`config.mk`:
```
export PLATFORM = sky130hd
export DESIGN_NAME = crc_stream_engine_flat
export DESIGN_NICKNAME = d
export VERILOG_FILES = /design/src/rtl/crc_pkg.sv /design/src/rtl/crc_stream_engine_if.sv /design/src/rtl/crc_chunk_step.sv /design/src/rtl/crc_stream_engine.sv /design/src/flat_wrapper.sv
export SDC_FILE = /design/constraint.sdc
export NUM_CORES = 1
export LEC_CHECK = 0
export ABC_AREA = 1
export BUFFER_PORTS_ARGS = -buffer_cell sky130_fd_sc_hd__buf_2
export CAP_MARGIN = 20
export CORE_MARGIN = 2
export CORE_UTILIZATION = 53
export CTS_CLUSTER_SIZE = 16
export DETAILED_ROUTE_END_ITERATION = 16
export GPL_ROUTABILITY_DRIVEN = 1
export PLACE_DENSITY = 0.86
export REMOVE_ABC_BUFFERS = 1
export SLEW_MARGIN = 20
export SYNTH_ARGS = -nofsm -noshare
export SYNTH_HDL_FRONTEND = slang
export SYNTH_HIERARCHICAL = 1
export SYNTH_SLANG_ARGS = --single-unit
```
`constraint.sdc`:
```
create_clock -name clk -period 2.5 [get_ports clk]
set_input_delay 0.375 -clock clk [delete_from_list [all_inputs] [get_ports clk]]
set_output_delay 0.375 -clock clk [all_outputs]
set_load 0.02 [all_outputs]
```
`src/rtl/crc_pkg.sv`:
```
// Shared types and helpers for the streaming CRC engine: FSM state encoding,
// bit-reversal helpers and a clog2 that never returns less than 1.
package crc_pkg;

    typedef enum logic [1:0] {
        ACC   = 2'd0,
        SHIFT = 2'd1,
        HOLD  = 2'd2
    } stateT;

    // Widest vector the reversal helpers handle; callers cast in and out.
    localparam int MAX_WIDTH = 64;

    function automatic int clog2Min1(input int n);
        int r;
        r = 0;
        for (int i = 0; i < 31; i++) begin
            if ((1 << i) < n) r = i + 1;
        end
        return (r < 1) ? 1 : r;
    endfunction

    // Reverse bit order inside every byte of the low `width` bits.
    function automatic logic [MAX_WIDTH-1:0] byteReflect(input logic [MAX_WIDTH-1:0] v,
                                                         input int width);
        logic [MAX_WIDTH-1:0] r;
        r = '0;
        for (int i = 0; i < MAX_WIDTH; i++) begin
            if (i < width) r[(i & ~7) | (7 - (i & 7))] = v[i];
        end
        return r;
    endfunction

    // Reverse the full low `width` bits end to end.
    function automatic logic [MAX_WIDTH-1:0] bitReverse(input logic [MAX_WIDTH-1:0] v,
                                                        input int width);
        logic [MAX_WIDTH-1:0] r;
        r = '0;
        for (int i = 0; i < MAX_WIDTH; i++) begin
            if (i < width) r[width - 1 - i] = v[i];
        end
        return r;
    endfunction

endpackage

```
`src/rtl/crc_stream_engine_if.sv`:
```
// Word-in / CRC-out handshake bundle of the streaming CRC engine.
interface crc_stream_engine_if #(
    parameter int DWIDTH    = 32,
    parameter int CRC_WIDTH = 8
);
    logic                 inValid;
    logic                 inReady;
    logic [DWIDTH-1:0]    inData;
    logic                 inLast;
    logic                 outValid;
    logic                 outReady;
    logic [CRC_WIDTH-1:0] crcOut;

    modport master (
        output inValid, inData, inLast, outReady,
        input  inReady, outValid, crcOut
    );

    modport slave (
        input  inValid, inData, inLast, outReady,
        output inReady, outValid, crcOut
    );
endinterface

```
`src/rtl/crc_chunk_step.sv`:
```
// Combinational fold of one CALWIDTH-bit chunk into the CRC remainder,
// MSB of the chunk first.
module crc_chunk_step #(
    parameter int CRC_WIDTH = 8,
    parameter int CALWIDTH  = 8
) (
    input  logic [CRC_WIDTH-1:0] rem,
    input  logic [CALWIDTH-1:0]  chunk,
    input  logic [CRC_WIDTH-1:0] poly,
    output logic [CRC_WIDTH-1:0] nextRem
);
    logic [CRC_WIDTH-1:0] r;
    logic                 fb;

    always_comb begin
        // NOTE: blocking assignments here chain each bit's result into the
        // next iteration, unrolling into one XOR network per chunk.
        r  = rem;
        fb = 1'b0;
        for (int i = CALWIDTH - 1; i >= 0; i--) begin
            fb = r[CRC_WIDTH-1] ^ chunk[i];
            r  = (r << 1) ^ (fb ? poly : '0);
        end
        nextRem = r;
    end
endmodule

```
`src/rtl/crc_stream_engine.sv`:
```
// Streaming parallel CRC engine: accepts DWIDTH-bit words, folds CALWIDTH
// bits per cycle and presents the finalised CRC over an output handshake.
module crc_stream_engine
    import crc_pkg::*;
#(
    parameter int CRC_WIDTH = 8,
    parameter int DWIDTH    = 32,
    parameter int CALWIDTH  = 8
) (
    input  logic                 clk,
    input  logic                 rstN,
    input  logic                 cfgEn,
    input  logic [CRC_WIDTH-1:0] cfgPoly,
    input  logic [CRC_WIDTH-1:0] cfgInit,
    input  logic [CRC_WIDTH-1:0] cfgXorOut,
    input  logic                 cfgReflectIn,
    input  logic                 cfgReflectOut,
    crc_stream_engine_if.slave   bus
);
    localparam int CALNUM   = DWIDTH / CALWIDTH;
    localparam int COUNTERW = clog2Min1(CALNUM);
    localparam logic [COUNTERW-1:0] LAST_CHUNK = COUNTERW'(CALNUM - 1);

    stateT                state, nextState;
    logic                 firstWord;
    logic [CRC_WIDTH-1:0] rem, polyReg, initReg, xorReg;
    logic                 reflInReg, reflOutReg;
    logic [DWIDTH-1:0]    shiftReg;
    logic                 lastReg;
    logic [COUNTERW-1:0]  count;

    logic                 inAcc, accept, cfgApply, lastChunk, effReflIn;
    logic [CRC_WIDTH-1:0] effInit, stepRem, finalRem;
    logic [DWIDTH-1:0]    acceptData;

    assign inAcc     = (state == ACC);
    assign accept    = inAcc && bus.inValid;
    assign cfgApply  = inAcc && firstWord && cfgEn;
    assign lastChunk = (count == LAST_CHUNK);

    // A config load coinciding with the first word governs that same frame.
    assign effInit    = cfgApply ? cfgInit : initReg;
    assign effReflIn  = cfgApply ? cfgReflectIn : reflInReg;
    assign acceptData = effReflIn ? DWIDTH'(byteReflect(MAX_WIDTH'(bus.inData), DWIDTH))
                                  : bus.inData;

    crc_chunk_step #(
        .CRC_WIDTH (CRC_WIDTH),
        .CALWIDTH  (CALWIDTH)
    ) uStep (
        .rem     (rem),
        .chunk   (shiftReg[DWIDTH-1 -: CALWIDTH]),
        .poly    (polyReg),
        .nextRem (stepRem)
    );

    always_ff @(posedge clk) begin
        // NOTE: non-blocking assignments so every register samples
        // pre-edge values regardless of statement order.
        if (!rstN) state <= ACC;
        else       state <= nextState;
    end

    always_comb begin
        // NOTE: default first so every path assigns nextState and no latch
        // is inferred.
        nextState = state;
        unique case (state)
            ACC:     if (accept)       nextState = SHIFT;
            SHIFT:   if (lastChunk)    nextState = lastReg ? HOLD : ACC;
            HOLD:    if (bus.outReady) nextState = ACC;
            default:                   nextState = ACC;
        endcase
    end

    always_ff @(posedge clk) begin
        if (!rstN) begin
            firstWord  <= 1'b1;
            rem        <= '0;
            polyReg    <= '0;
            initReg    <= '0;
            xorReg     <= '0;
            reflInReg  <= 1'b0;
            reflOutReg <= 1'b0;
            count      <= '0;
        end else begin
            if (cfgApply) begin
                polyReg    <= cfgPoly;
                initReg    <= cfgInit;
                xorReg     <= cfgXorOut;
                reflInReg  <= cfgReflectIn;
                reflOutReg <= cfgReflectOut;
            end
            unique case (state)
                ACC: if (accept) begin
                    count     <= '0;
                    firstWord <= 1'b0;
                    if (firstWord) rem <= effInit;
                end
                SHIFT: begin
                    rem   <= stepRem;
                    count <= lastChunk ? '0 : count + 1'b1;
                end
                HOLD: if (bus.outReady) firstWord <= 1'b1;
                default: ;
            endcase
        end
    end

    // NOTE: pure datapath registers carry no reset; the FSM never reads them
    // before they are loaded by an accept.
    always_ff @(posedge clk) begin
        if (accept) begin
            shiftReg <= acceptData;
            lastReg  <= bus.inLast;
        end else if (state == SHIFT) begin
            shiftReg <= shiftReg << CALWIDTH;
        end
    end

    assign finalRem = (reflOutReg ? CRC_WIDTH'(bitReverse(MAX_WIDTH'(rem), CRC_WIDTH)) : rem)
                      ^ xorReg;

    assign bus.inReady  = inAcc;
    assign bus.outValid = (state == HOLD);
    assign bus.crcOut   = (state == HOLD) ? finalRem : '0;
endmodule

```
`src/flat_wrapper.sv`:
```
// flat-port wrapper written by rule: the top's interface ports become plain ports
module crc_stream_engine_flat import crc_pkg::*;
#(
    parameter int CRC_WIDTH = 8,
    parameter int DWIDTH    = 32,
    parameter int CALWIDTH  = 8
)
  (clk, rstN, cfgEn, cfgPoly, cfgInit, cfgXorOut, cfgReflectIn, cfgReflectOut, bus_inValid, bus_inData, bus_inLast, bus_outReady, bus_inReady, bus_outValid, bus_crcOut);
  crc_stream_engine_if #(.DWIDTH(DWIDTH), .CRC_WIDTH(CRC_WIDTH)) bus_i ();
  input  logic clk;
  input  logic rstN;
  input  logic cfgEn;
  input  logic [CRC_WIDTH-1:0] cfgPoly;
  input  logic [CRC_WIDTH-1:0] cfgInit;
  input  logic [CRC_WIDTH-1:0] cfgXorOut;
  input  logic cfgReflectIn;
  input  logic cfgReflectOut;
  input wire logic [$bits(bus_i.inValid)-1:0] bus_inValid;
  input wire logic [$bits(bus_i.inData)-1:0] bus_inData;
  input wire logic [$bits(bus_i.inLast)-1:0] bus_inLast;
  input wire logic [$bits(bus_i.outReady)-1:0] bus_outReady;
  output wire logic [$bits(bus_i.inReady)-1:0] bus_inReady;
  output wire logic [$bits(bus_i.outValid)-1:0] bus_outValid;
  output wire logic [$bits(bus_i.crcOut)-1:0] bus_crcOut;
  assign bus_i.inValid = bus_inValid;
  assign bus_i.inData = bus_inData;
  assign bus_i.inLast = bus_inLast;
  assign bus_i.outReady = bus_outReady;
  assign bus_inReady = bus_i.inReady;
  assign bus_outValid = bus_i.outValid;
  assign bus_crcOut = bus_i.crcOut;
  crc_stream_engine #(.CRC_WIDTH(CRC_WIDTH), .DWIDTH(DWIDTH), .CALWIDTH(CALWIDTH)) u_core (.clk(clk), .rstN(rstN), .cfgEn(cfgEn), .cfgPoly(cfgPoly), .cfgInit(cfgInit), .cfgXorOut(cfgXorOut), .cfgReflectIn(cfgReflectIn), .cfgReflectOut(cfgReflectOut), .bus(bus_i));
endmodule
```
* Yosys cells after proc, flatten, opt, wreduce, memory -nomap -nowiden
Index checks and enable logic that the tools add are counted.
** Word-level totals
- Register bits :: 72
- Input bits :: 64
- Logic and storage cells :: 76
** Cells by class
- $add $sub $neg :: 1
- Eq/ne operators :: 7
- Muxes and demuxes :: 29
- Bitwise logic cells :: 17
- Reduce and logical (&&, ||, !) cells :: 11
** Operators with widths (number)
- $mux W8 :: 13
- $mux W32 :: 3
- $xor A8 B8 Y8 :: 9
- $pmux W8 S2 :: 1
- $mux W2 :: 6
- $reduce_and A3 Y1 :: 3
- $xor A1 B1 Y1 :: 8
- $pmux W2 S3 :: 1
- $reduce_bool A2 Y1 :: 3
- $eq A2 B2 Y1 const B :: 2
- $ne A2 B1 Y1 const B :: 2
- $ne A2 B2 Y1 const B :: 2
- $pmux W2 S2 :: 1
- $logic_and A1 B1 Y1 :: 3
- $mux W1 :: 3
- $add A2 B1 Y2 const B :: 1
- $eq A2 B1 Y1 const B :: 1
- $logic_not A2 Y1 :: 1
- $pmux W1 S2 :: 1
- $reduce_and A2 Y1 :: 1

* Longest topological paths before layout
Gate-level depths: netlist of run 1.
- Word-level depth :: 25
- Depth in mapped cells :: 32
- Mapped depth without buffers :: 31

* Hierarchy
The synthesis of run 1 kept the hierarchy.
** Modules (own cells, without submodules)
- crc_stream_engine :: times used 1, cells an instance 479, area each 3768.6 um^2
- crc_chunk_step :: times used 1, cells an instance 295, area each 1566.5 um^2

* Worst setup path before layout of run 1
OpenSTA, ideal clock, no wires.
- Path type :: reg2reg
- From :: register u_core.shiftReg[31]
- To :: register u_core.rem[3]
- Library setup time :: 0.116 ns
- Arrival time :: 2.671 ns
- Slack :: -0.287 ns
- Stages on the path, launching flop included :: 30
- Buffers on the path :: 1
- Clock period less this slack :: 2.787 ns
- Cell sequence :: edfxtp_1 inv_1 nand2_1 nand2_4 nand3_4 nand2_2 buf_6 nand2_2 nand2_2 nand2_2 nand2_2 inv_2 nor2_4 nand2_1 nand2_1 nand2_2 nand2_2 inv_2 nor2_4 nand3_4 nand3_4 inv_1 nand2_4 nand3_1 nand2_1 nand2_1 inv_1 nor2_1 o21ai_0 nand2_1
** Between the ends
- Cells in the longest elaborated chain, start to end :: 25
** RTL lines
- from (decl) :: line crc_stream_engine.sv:28 : logic [DWIDTH-1:0] shiftReg;
- from (signal assigned) :: line crc_stream_engine.sv:114 : shiftReg <= acceptData;
- from (signal assigned) :: line crc_stream_engine.sv:117 : shiftReg <= shiftReg << CALWIDTH;
- $xor A1 B1 Y1 * :: line crc_chunk_step.sv:21 : fb = r[CRC_WIDTH-1] ^ chunk[i];
- $mux W8 * :: line crc_chunk_step.sv:22 : r = (r << 1) ^ (fb ? poly : '0);
- $xor A8 B8 Y8 * :: line crc_chunk_step.sv:22
- $xor A1 B1 Y1 :: line crc_chunk_step.sv:21
- $mux W8 :: line crc_chunk_step.sv:22
- $xor A8 B8 Y8 * :: line crc_chunk_step.sv:22
- $xor A1 B1 Y1 :: line crc_chunk_step.sv:21
- $mux W8 :: line crc_chunk_step.sv:22
- [10 not listed]
- $xor A1 B1 Y1 :: line crc_chunk_step.sv:21
- $mux W8 :: line crc_chunk_step.sv:22
- $xor A8 B8 Y8 * :: line crc_chunk_step.sv:22
- $xor A1 B1 Y1 :: line crc_chunk_step.sv:21
- $mux W8 :: line crc_chunk_step.sv:22
- $xor A8 B8 Y8 * :: line crc_chunk_step.sv:22
- net u_core.stepRem[3] :: line crc_stream_engine.sv:33 : logic [CRC_WIDTH-1:0] effInit, stepRem, finalRem;
- $pmux W8 S2 * :: line crc_stream_engine.sv:94 : unique case (state)
- to (signal assigned) :: line crc_stream_engine.sv:98 : if (firstWord) rem <= effInit;
- to (signal assigned) :: line crc_stream_engine.sv:101 : rem <= stepRem;
- to (decl) :: line crc_stream_engine.sv:26 : logic [CRC_WIDTH-1:0] rem, polyReg, initReg, xorReg;
Mark *: on every way through the listed nets, which the timed path passes. The rest lies on a longest branch.
A chain may end at the register's enable or synchronous reset.

* Worst setup path after layout of run 1
- From :: register u_core.shiftReg[31]
- To :: register u_core.rem[4]
The elaborated chain is that of the path after synthesis.

==> results of run 1 <==
## registers in the layout, indices dropped and copies added (netlist names)
signal and count:
u_core/count 2, u_core/firstWord 1, u_core/initReg 8, u_core/lastReg 1
u_core/polyReg 8, u_core/reflInReg 1, u_core/reflOutReg 1, u_core/rem 8
u_core/shiftReg 32, u_core/state 2, u_core/xorReg 8
## critical path: cells and delay by family (launching register included)
family	cells	cell delay, ns
compound gates	1	0.17
buf+inv	6	0.50
simple gates	19	1.80
xor+xnor	1	0.17
flops	1	0.45
## metal layers
| layer | up-vias | routed length, µm | track usage (%) |
|---|---|---|---|
| met5 | - | 0 | 0 |
| met4 | 0 | 211 | 5.98 |
| met3 | 21 | 810 | 4.20 |
| met2 | 179 | 7220 | 41.9 |
| met1 | 2461 | 5620 | 31.1 |
| li1 | 2686 | - | - |
## repair_timing
action | 4_1_cts | 5_1_grt
gates resized for setup | 57 | 60
endpoints found under the setup margin | 8 | 8
buffers inserted | 6 | 4
pin swaps | 53 | 50
endpoints found under the hold margin | 0 | 0
## area by class of cell
| class | count | area, µm² | area share [%] |
|---|---|---|---|
| Multi-Input combinational cell | 567 | 3360 | 50.5 |
| Sequential cell | 72 | 1780 | 26.7 |
| Timing Repair Buffer | 124 | 778 | 11.7 |
| Inverter | 102 | 390 | 5.86 |
| Tap cell | 133 | 166 | 2.50 |
| Clock buffer | 11 | 153 | 2.29 |
| Clock inverter | 5 | 36.3 | 0.544 |
## metrics by stage
step                      power, mW  util, %  setup slack (ns)  hold WS [ns]  instances
final                          5.16     68.2            -0.698         0.197       1014
after global routing           5.48     68.2            -0.908         0.168       1014
after CTS                      4.81     65.1            -0.513         0.180       1010
after detailed placement       3.67     60.8            -0.647         0.453        988
after global placement         3.62     60.8            -0.569         0.449        988
after floorplan                3.03        -            -0.674         0.428        741
## how the worst min path moves through the flow
stage | end | slack [ns] | depth (start not counted)
after floorplan | u_core/count[0]$_SDFFE_PN0P_ | 0.43 | 1
after global placement | u_core/count[0]$_SDFFE_PN0P_ | 0.45 | 1
after detailed placement | u_core/count[0]$_SDFFE_PN0P_ | 0.45 | 1
after CTS | u_core/lastReg$_DFFE_PP_ | 0.18 | 1
after global routing | u_core/lastReg$_DFFE_PP_ | 0.17 | 1
final | u_core/lastReg$_DFFE_PP_ | 0.20 | 1
## synth_stat cells, drive strengths merged
cell type and instances:
nand2 202, nand3 145, nor2 107, inv 102, o21ai 48, dfxtp 39, edfxtp 33, buf 26
a21oi 22, xor2 14, xnor2 12, nor3 9, clkbuf 7, nand3b 2, nand4 2, a211oi 1
a21o 1, ha 1, o211ai 1
## report_power, final
group | internal (mW) | switching [mW] | leakage (nW)
sequential | 1.42 | 0.0962 | 0.655
combinational | 1.07 | 1.67 | 2.44
clock | 0.426 | 0.477 | 0.0954
## cell families after synthesis
| family | Yosys count | synth area share (%) |
|---|---|---|
| and+or+nand+nor | 467 | 43.2 |
| DFF | 72 | 33.2 |
| buffers and inverters | 135 | 11.6 |
| xor gates and xnor gates | 26 | 4.27 |
| adders and majority gates | 1 | 0.234 |
| AOI/OAI and AO/OA | 73 | 7.55 |
==> impl_results.md, run 1 <==
- Status: complete, but fails checks
- Failing checks: setup timing
- Final instance area: 0.00666 mm²
- Max-Cap Viols: 0
- Die Y: 104 µm
- Vias in the first global route: 4857
- Worst reg2reg endpoint: u_core/rem[4]$_SDFFE_PN0P_
- Warnings from Yosys: 6
- Final setup margin: -0.698 ns
- Routed Antenna Nets: 0
- Final WL: 13.9 mm
- CTS tree: yes
- Cell taking the most area after synthesis: edfxtp_1
- Number of synthesized register bits: 72
- Ports: 74
- R2R depth: 27
- Fin. Hold Viols: 0
- Critical path launch point: u_core/shiftReg[31]$_DFFE_PP_
- FF-to-FF setup slack: -0.70 ns
- Crit path capture: u_core/rem[4]$_SDFFE_PN0P_
- RSZ-0062 raised after global routing: yes
- Pins Over Slew Limit: 0
- Fin crit share: 128%
- Crit-path max FO: 6
- Minimum clock period after layout: 3.20 ns
- Most frequent cells in the layout: nand2_1, nand3_1, inv_1, nor2_1, buf_2
- Hold crit path type: primary input to flop
- Initial core utilization: 54.6%
- Clk Latency, worst-skew pair: 0.35 ns
- Cells taking the most area after synthesis: edfxtp_1, dfxtp_1, nand2_1
- Die area: 0.0109 mm²
- WL/cell: 13.7 µm
- DP HPWL: 9.12 mm
- DRT iter0 DRCs: 390
- Routability cong.: 0.881
- Commonest non-fill, non-tap cell in the layout: nand2_1
- Die W: 104 µm
- Clk root buf: clkbuf_8
- Initial antenna violation count: 0
- Post-synthesis sequential area ratio: 33.2%
- Startpoint Class: flop
- Measured slew at the worst slew-check pin: 0.575 ns
- F_max: 313 MHz
- Post-Synthesis Cells: 774
- Placed cell areas: 0.00594 mm²
- DRC violations left: 0
- Vias per std cell: 5.27
- Clock Sinks: 72
- Cell Area, Synth: 0.00534 mm²
- Largest net degree at the start of global routing: 36
- Core ar.: 0.00977 mm²
- Slew HR: 61.6%
- Layout cells sized above 1: 31.7%
- GRT Util Overall: 24.2%
- Worst setup EP type: flop
- Fillers: 773
- 1st-pass router iterations: 4
- Post-layout nets: 941
- CP Class: flop to flop
- H-tree depth: 3
- Final setup fails: 8
- Setup_tns: -5.22 ns
- First-pass GRT wire length: 21.9 mm
- R2R Path Start: u_core/shiftReg[31]$_DFFE_PP_
- Netlist cell types: 36
- Final Skew: 0.0122 ns
- Via count: 5347
- Num CTS Buffers: 9
- Critical Path Slowest Stage Cell: edfxtp_1
- Power per Cell Area: 775 mW/mm²
- Antenna cells: 0
- Slowest Stage Delay on Critical Path: 0.45 ns
- Area Growth Syn to Fin: 24.9%
- Yosys top cell area share: 18.6%
- Worst-path clk slew: 0.08 ns
- Rows: 36
- P_leak: 3.19 nW
- Hold Crit Start: bus_inLast
- Worst endpoint required time: 2.74 ns
- Grt ovf: 0
- Port bufs: 73
- Clock Path Buffers: 2
- Syn_area_per_cell: 6.89 µm²
- Worst VDD drop: 504 µV
- CTS Hold Buffers Added: 0
- Arr. time, crit path: 3.44 ns
(Power assumes the default switching activity.)
==> run 2: changes to the inputs <==
- REMOVE_ABC_BUFFERS: 1 -> not set
==> impl_results.md, run 2 (synthesis results as in run 1) <==
- Final setup margin: -0.583 ns
- CP Class: flop to flop
- WL/cell: 12.8 µm
- Clk Latency, worst-skew pair: 0.34 ns
- Hold crit path type: primary input to flop
- Max-Cap Viols: 0
- Ports: 74
- Core ar.: 0.00977 mm²
- Fin crit share: 123%
- DRC violations left: 0
- Sequential cell area: 0.00177 mm²
- Slowest Stage Delay on Critical Path: 0.43 ns
- Routability cong.: 0.896
- CTS Hold Buffers Added: 0
- DRT met1 WL: 5.33 mm
- Worst-path clk slew: 0.08 ns
- Via count: 5207
- F_max: 324 MHz
- Area Growth Syn to Fin: 20.0%
- Pins Over Slew Limit: 0
- Num CTS Buffers: 9
- Rows: 36
- R2R Path Start: u_core/shiftReg[31]$_DFFE_PP_
- Antenna cells: 0
- Final WL: 12.8 mm
- Dpl ws: -0.573 ns
- Grt ovf: 0
- Max layer used: met4
- Fin. Hold Viols: 0
- Largest Register: u_core/shiftReg
- Critical Path Most Common Cell: nand2_4
- Failing checks: setup timing
- H-tree depth: 3
- Met3 wire length: 713 µm
- Fillers: 794
- R2R depth: 29
- Routed Antenna Nets: 0
- Worst VDD drop: 439 µV
- Util after Layout: 65.5%
- Syn nets: 839
- Routed wl met2: 6.51 mm
- RSZ-0062 raised after global routing: yes
- Max FFs per register: 32
- Post-layout nets: 925
- Initial antenna violation count: 0
- Die W: 104 µm
- Slew HR: 58.8%
- First-pass GRT wire length: 21.2 mm
- Final setup fails: 8
- Port bufs: 73
- Power per Cell Area: 752 mW/mm²
- Initial core utilization: 54.6%
- Worst endpoint required time: 2.74 ns
- Largest net degree at the start of global routing: 35
- 1st-pass router iterations: 5
- Clock Path Buffers: 2
- Commonest non-fill, non-tap cell in the layout: nand2_1
- Area of the multi-input gates: 0.00325 mm²
- Vias per std cell: 5.22
- Most frequent cells in the layout: nand2_1, nand3_1, inv_1, nor2_1, buf_2
- Worst reg2reg endpoint: u_core/rem[2]$_SDFFE_PN0P_
- Power Total: 4.82 mW
- DRT iter0 DRCs: 360
- CTS tree: yes
- P_leak: 3.10 nW
- Arr. time, crit path: 3.32 ns
- Layout cells sized above 1: 28.6%
- Clock Sinks: 72
- Final Skew: 0.0107 ns
- FF-to-FF setup slack: -0.58 ns
- Vias in the first global route: 4625
- Crit path capture: u_core/rem[2]$_SDFFE_PN0P_
- Die area: 0.0109 mm²
- Critical path launch point: u_core/shiftReg[31]$_DFFE_PP_
- Die Y: 104 µm
- Clk root buf: clkbuf_8
- DP HPWL: 9.04 mm
- Status: complete, but fails checks
- Crit-path max FO: 8
- GRT Util Overall: 23.5%
- Placed cells: 980
- Non-Filler Instances: 998
- Worst setup EP type: flop
- Minimum clock period after layout: 3.08 ns
- Measured slew at the worst slew-check pin: 0.615 ns
- Critical Path Slowest Stage Cell: edfxtp_1
- Startpoint Class: flop
-- run 2: cell count changes in the layout (fill, tap and decap cells not counted), moves of 3 or more --
cell	change
buf_4	-10
buf_6	-6
inv_1	+3
inv_2	-3
nand3_1	+9
nand3_2	-5
nand3_4	-4
nor2_1	+3
nor2_2	-3
-- run 2: worst min path at each step --
stage,startpoint,endpoint,slack [ns],cells after the start
finish,bus_inLast,u_core/lastReg$_DFFE_PP_,0.20,1
global route,bus_inLast,u_core/lastReg$_DFFE_PP_,0.20,1
CTS,bus_inLast,u_core/lastReg$_DFFE_PP_,0.18,1
detailed placement,u_core/count[0]$_SDFFE_PN0P_,u_core/count[0]$_SDFFE_PN0P_,0.45,1
global placement,u_core/count[0]$_SDFFE_PN0P_,u_core/count[0]$_SDFFE_PN0P_,0.45,1
floorplan,u_core/count[0]$_SDFFE_PN0P_,u_core/count[0]$_SDFFE_PN0P_,0.43,1
-- run 2: report_power, final --
part	leakage, nW	switching (mW)	internal, mW
Clock	0.0959	0.436	0.419
Combinational	2.35	1.53	0.912
Sequential	0.654	0.0991	1.42
Total	3.10	2.06	2.75
-- run 2: timing repair --
| action | CTS | global route |
|---|---|---|
| resized for setup | 43 | 26 |
| pin swaps | 38 | 26 |
| hold endpoints to repair | 0 | 0 |
| setup endpoints to repair | 8 | 8 |
| buffers inserted | 1 | 1 |
-- run 2: routing by layer --
layer | up-vias | global-route usage, %
li1 | 2645 | -
met1 | 2363 | 30.9
met2 | 177 | 39.5
met3 | 22 | 3.45
met4 | 0 | 7.72
met5 | - | 0
-- run 2: worst max-delay path, delay by kind of cell, from the launching register on --
kind,cells,cell delay (ns)
compound gates,1,0.16
simple gates,22,1.94
buf+inv,6,0.45
flops,1,0.43
-- run 2: stage by stage --
step | cell area, µm² | hold WS, ns | setup TNS [ns]
after floorplan | 5360 | 0.428 | -1.73
after global placement | 5910 | 0.449 | -3.44
after detailed placement | 5910 | 0.453 | -4.16
after CTS | 6290 | 0.184 | -3.90
after global routing | 6400 | 0.198 | -6.00
final | 6400 | 0.202 | -4.38
-- run 2: area by class of cell --
cell class | instances | area share, %
inverters | 102 | 6.10
well taps | 133 | 2.60
clock inverters | 4 | 0.430
clock buffers | 12 | 2.44
multi-input cells | 567 | 50.8
repair buffers | 108 | 9.93
flip-flops and latches | 72 | 27.7
